[config.mk]
export PLATFORM = sky130hd
export DESIGN_NAME = memory_stage
export DESIGN_NICKNAME = d
export VERILOG_FILES = /design/src/rtl/cpu_types_pkg.sv /design/src/rtl/llsc_link_reg.sv /design/src/rtl/memory_stage.sv
export SDC_FILE = /design/constraint.sdc
export NUM_CORES = 1
export LEC_CHECK = 0
export CAP_MARGIN = 20
export CORE_AREA = 2 2 162 164
export DETAILED_ROUTE_END_ITERATION = 10
export DIE_AREA = 0 0 164 166
export PLACE_DENSITY = 0.58
export SLEW_MARGIN = 20
export SYNTH_ARGS = -nofsm -noshare
export SYNTH_HDL_FRONTEND = slang
export SYNTH_SLANG_ARGS = --single-unit
[constraint.sdc]
create_clock -name CLK -period 2.3 [get_ports CLK]
set_clock_uncertainty 0.2 [all_clocks]
set_input_delay 0.69 -clock CLK [delete_from_list [all_inputs] [get_ports CLK]]
set_output_delay 0.69 -clock CLK [all_outputs]
set_load 0.02 [all_outputs]
[src/rtl/cpu_types_pkg.sv]
// rtl/cpu_types_pkg.sv - shared datapath types for the memory stage
//
// Purpose: word/register types, memory-stage FSM states and the MEM/WB
// payload bundle consumed by writeback.
// Ports: none (package).
package cpu_types_pkg;

  typedef logic [31:0] word_t;
  typedef logic [4:0]  regbits_t;

  typedef enum logic [1:0] {
    IDLE   = 2'd0,
    BUSY   = 2'd1,
    HALTED = 2'd2
  } mem_state_t;

  // Whole MEM/WB latch in one struct so a bubble or reset is one assignment.
  typedef struct packed {
    logic [2:0] final_mux;
    word_t      dmemload;
    word_t      out_port;
    word_t      next_memaddr;
    word_t      u_type;
    regbits_t   wsel;
    logic       regwen;
    logic       temp_halt;
  } mem_wb_t;

endpackage

[src/rtl/llsc_link_reg.sv]
// rtl/llsc_link_reg.sv - load-linked / store-conditional link register
//
// Purpose: holds {link_valid, link_addr}; reports whether an SC to addr
// may proceed and clears the link on snoop or local store hits.
// Ports:
//   clk, rst_n        clock, asynchronous active-low reset
//   addr              address of the op currently in MEM
//   ll_done           an LL completes this cycle (sets the link)
//   wr_done           a store or successful SC completes this cycle
//   snoop_inv         remote invalidation strobe
//   snoop_addr        remote invalidation address
//   sc_ok             SC to addr would succeed this cycle
module llsc_link_reg #(
  parameter int WORD_W = 32
) (
  input  logic              clk,
  input  logic              rst_n,
  input  logic [WORD_W-1:0] addr,
  input  logic              ll_done,
  input  logic              wr_done,
  input  logic              snoop_inv,
  input  logic [WORD_W-1:0] snoop_addr,
  output logic              sc_ok
);

  logic              link_valid;
  logic [WORD_W-1:0] link_addr;
  logic              snoop_hit;
  logic              store_hit;

  assign snoop_hit = snoop_inv & (snoop_addr == link_addr);
  assign store_hit = wr_done & (addr == link_addr);
  // A snoop landing in the same cycle as the SC check wins: the SC fails.
  assign sc_ok     = link_valid & (link_addr == addr) & ~snoop_hit;

  always_ff @(posedge clk or negedge rst_n) begin
    if (!rst_n) begin
      link_valid <= 1'b0;
      link_addr  <= '0;
    end else if (ll_done) begin
      link_valid <= 1'b1;
      link_addr  <= addr;
    end else if (snoop_hit || store_hit) begin
      link_valid <= 1'b0;
    end
  end

endmodule

[src/rtl/memory_stage.sv]
// rtl/memory_stage.sv - MEM pipeline stage: dcache requests and MEM/WB latch
//
// Purpose: issues one data-cache request at a time, stalls upstream until
// dhit, and registers the payload that writeback consumes. Halt is sticky.
// Optional feature macro: ATOMIC_LLSC_EN (adds LL/SC with snoop invalidation).
// Ports:
//   CLK, nRST                         clock, asynchronous active-low reset
//   ex_*                              EX/MEM latch contents
//   dhit, dmemload_in                 cache completion and read data
//   dmemREN, dmemWEN, dmemaddr,
//   dmemstore                         cache request
//   mem_stall                         freeze upstream stages
//   wb_*                              registered MEM/WB payload
//   ex_ll, ex_sc, snoop_inv,
//   snoop_addr                        (ATOMIC_LLSC_EN only)
module memory_stage
  import cpu_types_pkg::*;
#(
  parameter int WORD_W = 32,
  parameter int REG_W  = 5
) (
  input  logic              CLK,
  input  logic              nRST,
  input  logic              ex_valid,
  input  logic              ex_dren,
  input  logic              ex_dwen,
  input  logic [WORD_W-1:0] ex_addr,
  input  logic [WORD_W-1:0] ex_store,
  input  logic [2:0]        ex_final_mux,
  input  logic [WORD_W-1:0] ex_out_port,
  input  logic [WORD_W-1:0] ex_next_memaddr,
  input  logic [WORD_W-1:0] ex_u_type,
  input  logic [REG_W-1:0]  ex_wsel,
  input  logic              ex_regwen,
  input  logic              ex_halt,
`ifdef ATOMIC_LLSC_EN
  input  logic              ex_ll,
  input  logic              ex_sc,
  input  logic              snoop_inv,
  input  logic [WORD_W-1:0] snoop_addr,
`endif
  input  logic              dhit,
  input  logic [WORD_W-1:0] dmemload_in,
  output logic              dmemREN,
  output logic              dmemWEN,
  output logic [WORD_W-1:0] dmemaddr,
  output logic [WORD_W-1:0] dmemstore,
  output logic              mem_stall,
  output logic [2:0]        wb_final_mux,
  output logic [WORD_W-1:0] wb_dmemload,
  output logic [WORD_W-1:0] wb_out_port,
  output logic [WORD_W-1:0] wb_next_memaddr,
  output logic [WORD_W-1:0] wb_u_type,
  output logic [REG_W-1:0]  wb_wsel,
  output logic              wb_regwen,
  output logic              wb_temp_halt
);

  mem_state_t state;
  mem_wb_t    wb_q;
  mem_wb_t    done_wb;
  logic       not_halted;
  logic       rd_req;
  logic       wr_req;
  logic       mem_op;
  logic       complete;

  assign not_halted = (state != HALTED);

`ifdef ATOMIC_LLSC_EN
  logic sc_ok;
  logic sc_fail;

  // A failing SC never reaches the cache; it retires as a 1-cycle op.
  assign sc_fail = ex_sc & ~sc_ok;
  assign rd_req  = ex_dren | ex_ll;
  assign wr_req  = (ex_dwen | ex_sc) & ~sc_fail;

  llsc_link_reg #(.WORD_W(WORD_W)) u_link (
    .clk        (CLK),
    .rst_n      (nRST),
    .addr       (ex_addr),
    .ll_done    (complete & mem_op & rd_req & ex_ll),
    .wr_done    (complete & mem_op & wr_req & ~rd_req),
    .snoop_inv  (snoop_inv),
    .snoop_addr (snoop_addr),
    .sc_ok      (sc_ok)
  );
`else
  assign rd_req = ex_dren;
  assign wr_req = ex_dwen;
`endif

  assign mem_op    = ex_valid & (rd_req | wr_req) & not_halted;
  // Strobes are gated by nRST so an in-flight request drops the moment reset hits.
  assign dmemREN   = nRST & mem_op & rd_req;
  assign dmemWEN   = nRST & mem_op & wr_req & ~rd_req;
  assign dmemaddr  = ex_addr;
  assign dmemstore = ex_store;
  assign mem_stall = nRST & mem_op & ~dhit;

  // dhit only matters when a request is outstanding; non-memory ops retire anyway.
  assign complete  = ex_valid & not_halted & (~mem_op | dhit);

  always_comb begin
    done_wb              = wb_q;
    done_wb.final_mux    = ex_final_mux;
    done_wb.out_port     = ex_out_port;
    done_wb.next_memaddr = ex_next_memaddr;
    done_wb.u_type       = ex_u_type;
    done_wb.wsel         = ex_wsel;
    done_wb.regwen       = ex_regwen;
    done_wb.temp_halt    = ex_halt;
    if (mem_op && rd_req) begin
      done_wb.dmemload = dmemload_in;
    end
`ifdef ATOMIC_LLSC_EN
    else if (ex_sc) begin
      done_wb.dmemload = sc_fail ? 32'd0 : 32'd1;
    end
`endif
  end

  always_ff @(posedge CLK or negedge nRST) begin
    if (!nRST) begin
      state <= IDLE;
      wb_q  <= '0;
    end else begin
      case (state)
        HALTED: begin
          wb_q.regwen <= 1'b0;
        end
        default: begin
          if (complete) begin
            wb_q  <= done_wb;
            state <= ex_halt ? HALTED : IDLE;
          end else begin
            wb_q.regwen    <= 1'b0;
            wb_q.temp_halt <= 1'b0;
            state          <= mem_op ? BUSY : IDLE;
          end
        end
      endcase
    end
  end

  assign wb_final_mux    = wb_q.final_mux;
  assign wb_dmemload     = wb_q.dmemload;
  assign wb_out_port     = wb_q.out_port;
  assign wb_next_memaddr = wb_q.next_memaddr;
  assign wb_u_type       = wb_q.u_type;
  assign wb_wsel         = wb_q.wsel;
  assign wb_regwen       = wb_q.regwen;
  assign wb_temp_halt    = wb_q.temp_halt;

endmodule

### Word-level counts from Yosys, hierarchy flattened

Cells that the tools add are included.

| word-level totals | value |
|---|---|
| register bits after elaboration | 140 |
| bits in latches | 0 |
| RAM bits | 0 |
| ROM bits | 0 |
| input port bits | 208 |
| output and inout bits | 205 |
| logic and storage cells | 34 |
| memories kept | 0 |

| cells by class | value |
|---|---|
| add/subtract/negate cells | 0 |
| multiply operators | 0 |
| div/mod/pow operators | 0 |
| magnitude comparators | 0 |
| equal/unequal tests | 2 |
| shift-type cells | 0 |
| muxes and demuxes | 5 |
| bitwise logic cells | 15 |
| reduce and logical (&&, ||, !) cells | 3 |

Operators by type and width:

| kind | number |
|---|---|
| 1-bit AND | 9 |
| 2-bit 2-to-1 mux | 3 |
| 1-bit NOT | 4 |
| 3-bit AND reduction | 1 |
| 2-bit == test (second input constant) | 1 |
| 1-bit 2-to-1 mux | 2 |
| 2-bit != test (second input constant) | 1 |
| 1-bit bitwise OR | 2 |
| 2-bit AND reduction | 1 |
| 1-bit logical AND | 1 |

### Logic depth before layout (Yosys ltp)

| depth | value |
|---|---|
| word-level depth | 8 |
| mapped depth | 5 |
| depth with buffers taken out | 3 |

### Worst setup path before layout

OpenSTA, ideal clock, no wires.

| path | value |
|---|---|
| path type | input to output |
| start point | in nRST |
| end point | out dmemWEN |
| arrival time | 1.323 ns |
| data required time | 1.410 ns |
| setup slack | 0.087 ns |
| stages on the path | 2 |
| buffers on the path | 0 |
| path through | nand3_1 nor3b_1 |

| on the way | value |
|---|---|
| longest elaborated chain between the ends | 3 |

Ends and longest elaborated chain:

| item | line | source |
|---|---|---|
| start, declared | memory_stage.sv:23 | `input logic nRST,` |
| 1-bit AND (3 in a row) | memory_stage.sv:97 | `assign dmemWEN = nRST & mem_op & wr_req & ~rd_req;` |
| end, declared | memory_stage.sv:45 | `output logic dmemWEN,` |

No other way between the ends.

### Final worst setup path

| path | value |
|---|---|
| start point | in dhit |
| end point | out mem_stall |

| on the way | value |
|---|---|
| longest elaborated chain between the ends | 2 |

Ends and longest elaborated chain:

| item | line | source |
|---|---|---|
| start, declared | memory_stage.sv:42 | `input logic dhit,` |
| 1-bit NOT | memory_stage.sv:100 | `assign mem_stall = nRST & mem_op & ~dhit;` |
| 1-bit AND | memory_stage.sv:100 |  |
| end, declared | memory_stage.sv:48 | `output logic mem_stall,` |

No other way between the ends.

==> summary.md <==
| Metric | Value |
|---|---|
| Antenna cells | 0 |
| Met3 track demand over resource | 5.370% |
| Synthesized net count | 576 |
| Clock Pin Slew Worst Setup and Hold Paths | 70 ps |
| Most area-hungry cell type in the Yosys netlist | dfrtp_1 |
| Synth Instances | 368 |
| Critical setup path kind | in2out |
| Post-layout util | 36.04% |
| Vias/cell | 3.980 |
| Met1 GRT Util | 11.88% |
| Drt drc | 0 |
| Fraction of layout cells with a size suffix above 1 | 30.08% |
| Worst EP required | 1410 ps |
| Hold WC Path Type | in2async |
| Die area | 27220 um2 |
| PortBufs | 284 |
| Min Tclk post-route | 2274 ps |
| Final worst-path cycle share | 98.86% |
| Cells after DPL | 918 |
| GRT busiest layer | met2 |
| Fin cells | 950 |
| Final ANT Viol Nets | 0 |
| Vias in the first global route | 4409 |
| Met2 GRT Util | 19.71% |
| Clock root buffer | clkbuf_16 |
| Max frequency | 439.8 MHz |
| Largest net degree at the start of global routing | 67 |
| Routability Congestion | 0.7221 |
| Most common cell after layout, fill and taps aside | clkdlybuf4s50_1 |
| Filler Cells Inserted | 2491 |
| Status | complete, no violations |
| First-pass GRT wire length | 24180 um |
| Clock latency on the worst-skew pair | 410 ps |
| Antenna violations before repair | 0 |
| Sequential element share of the synthesized area | 59.81% |
| Leakage power | 0.005755 uW |
| Hold_ws | 100.6 ps |
| H-Tree Depth | 4 |
| Flop and latch count out of synthesis | 139 |
| Crit end category | output port |
| Initial DRT Pass Iterations | 4 |
| Worst Path Arrival | 1380 ps |
| CTS buffer count | 17 |
| Worst Tran Pin Value | 853.0 ps |
| Post-CTS Setup Repair Bufs | 0 |
| Detailed Place HPWL | 11550 um |
| Average cell area after synthesis | 15.80 um2 |
| Total Wirelength | 15710 um |
| Max Cap Violations | 0 |
| Fin area | 9231 um2 |
| Chip Width | 164 um |
| Reg2reg setup slack | 460 ps |
| Slew Viols, Final | 0 |
| Setup violations, final | 0 |
| GR Overflow Total | 0 |
| Initial Utilization | 22.70% |
| RSZ-0062 raised after global routing | yes |
| Crit-path max FO | 2 |
| Clock sink count | 139 |
| Kind of launch point of the worst setup path | primary input |
| Vias | 3781 |
| Hold_buf cts | 0 |
| Max Root-Sink Buffers | 2 |
| DP Area | 8610 um2 |
| Gr usage total | 11.52% |
| Worst VDD drop | 322.1 uV |
| Area added between synthesis and finish | 58.73% |
| Core area | 25620 um2 |
| FP Rows | 59 |
| CTS tree | done |
| Avg WL per Cell | 16.53 um |
| Pwr dens | 583.6 nW/um2 |
| Mapped Area | 5816 um2 |
| Commonest cells after routing, fill and taps aside | 147 x clkdlybuf4s50_1, 139 x dfrtp_1, 98 x mux2_2, 74 x dlygate4sd2_1, 58 x dlymetal6s2s_1 |
| Post-synthesis cell type count | 16 |
| Slew headroom | 43.13% |
| Top cells by area, synth | dfrtp_1 60%, mux2_2 19%, mux2_4 9.8% |
| Final worst slack | 26.31 ps |
| Pre-CTS setup slack | -705.8 ps |
| Yosys top cell area share | 59.81% |
| Iteration-0 DRC count of the detailed router | 136 |
| Warnings, synthesis | 0 |
| Nets | 810 |
| I/O pin cnt | 413 |
| Die height | 166 um |
| Final hold vios | 0 |
what timing repair did:
action	4_1_cts	5_1_grt
pin swaps	1	2
gates resized for setup	90	62
endpoints found under the setup margin	74	61
cell families (layout without fill, tap and decap cells):
family / count (synthesis) / count (layout) / synth area share (%)
simple gates: 10 / 10 / 0.9251
flops: 139 / 139 / 59.81
mux: 136 / 136 / 28.79
compound gates: 2 / 2 / 0.2796
buf+inv: 81 / 328 / 10.20
where the power goes:
part	total [uW]	internal (uW)	switching, uW	leakage [uW]
combinational	313	220	93.4	0.00355
clock	2630	1460	1170	0.000269
sequential	2440	2440	0	0.00194
layer usage:
layer  vias up  routed length, um
met4         0                464
li1       1665                  -
met5         -                  0
met1      1855               5664
met2       220               8013
met3        41               1565
stage by stage:
step	power, uW	TNS, ps
global placement	2805	-38300
global route	5653	-73.81
detailed placement	2809	-41030
CTS	5515	0
finish	5387	0
floorplan	2660	0
worst paths after layout:
check / startpoint / endpoint / depth (start not counted)
setup / recovery: dhit / mem_stall / 4
hold / removal: nRST / wb_u_type[5] / 2
setup reg to reg: state[0] / wb_u_type[27] / 5
hold reg to reg: wb_next_memaddr[19] / wb_next_memaddr[19] / 1
max in group asynchronous: nRST / wb_next_memaddr[29] / 3
min in group CLK: wb_next_memaddr[19] / wb_next_memaddr[19] / 1
sequential cells by signal, indices dropped and copies added, names as in the netlist:
register,count
wb_dmemload,32
wb_next_memaddr,32
wb_out_port,32
wb_u_type,32
wb_wsel,5
wb_final_mux,3
state,2
wb_regwen,1
cell usage after synthesis (all sizes together):
cell type / count
nor2: 4
o21ai: 1
nor3b: 1
dfrtp: 139
inv: 3
nand4: 1
nand2: 1
mux2: 136
nand3: 2
nand2b: 1
buf: 78
o21bai: 1
critical path, cell delays in order:
cell and delay [ps]:
clkdlybuf4s15_1 220, o21bai_4 200, nor2_1 120, buf_4 150
final cells by class:
type,instances,area (um2),share of cell area (%)
Inverter,3,11.26,0.1220
Tap cell,335,419.2,4.541
Clock inverter,13,108.9,1.179
Timing Repair Buffer,293,2992,32.41
Sequential cell,139,3478,37.68
Clock buffer,19,452.9,4.906
Multi-Input combinational cell,148,1769,19.17
No activity file was read; power rests on OpenSTA's default activity.
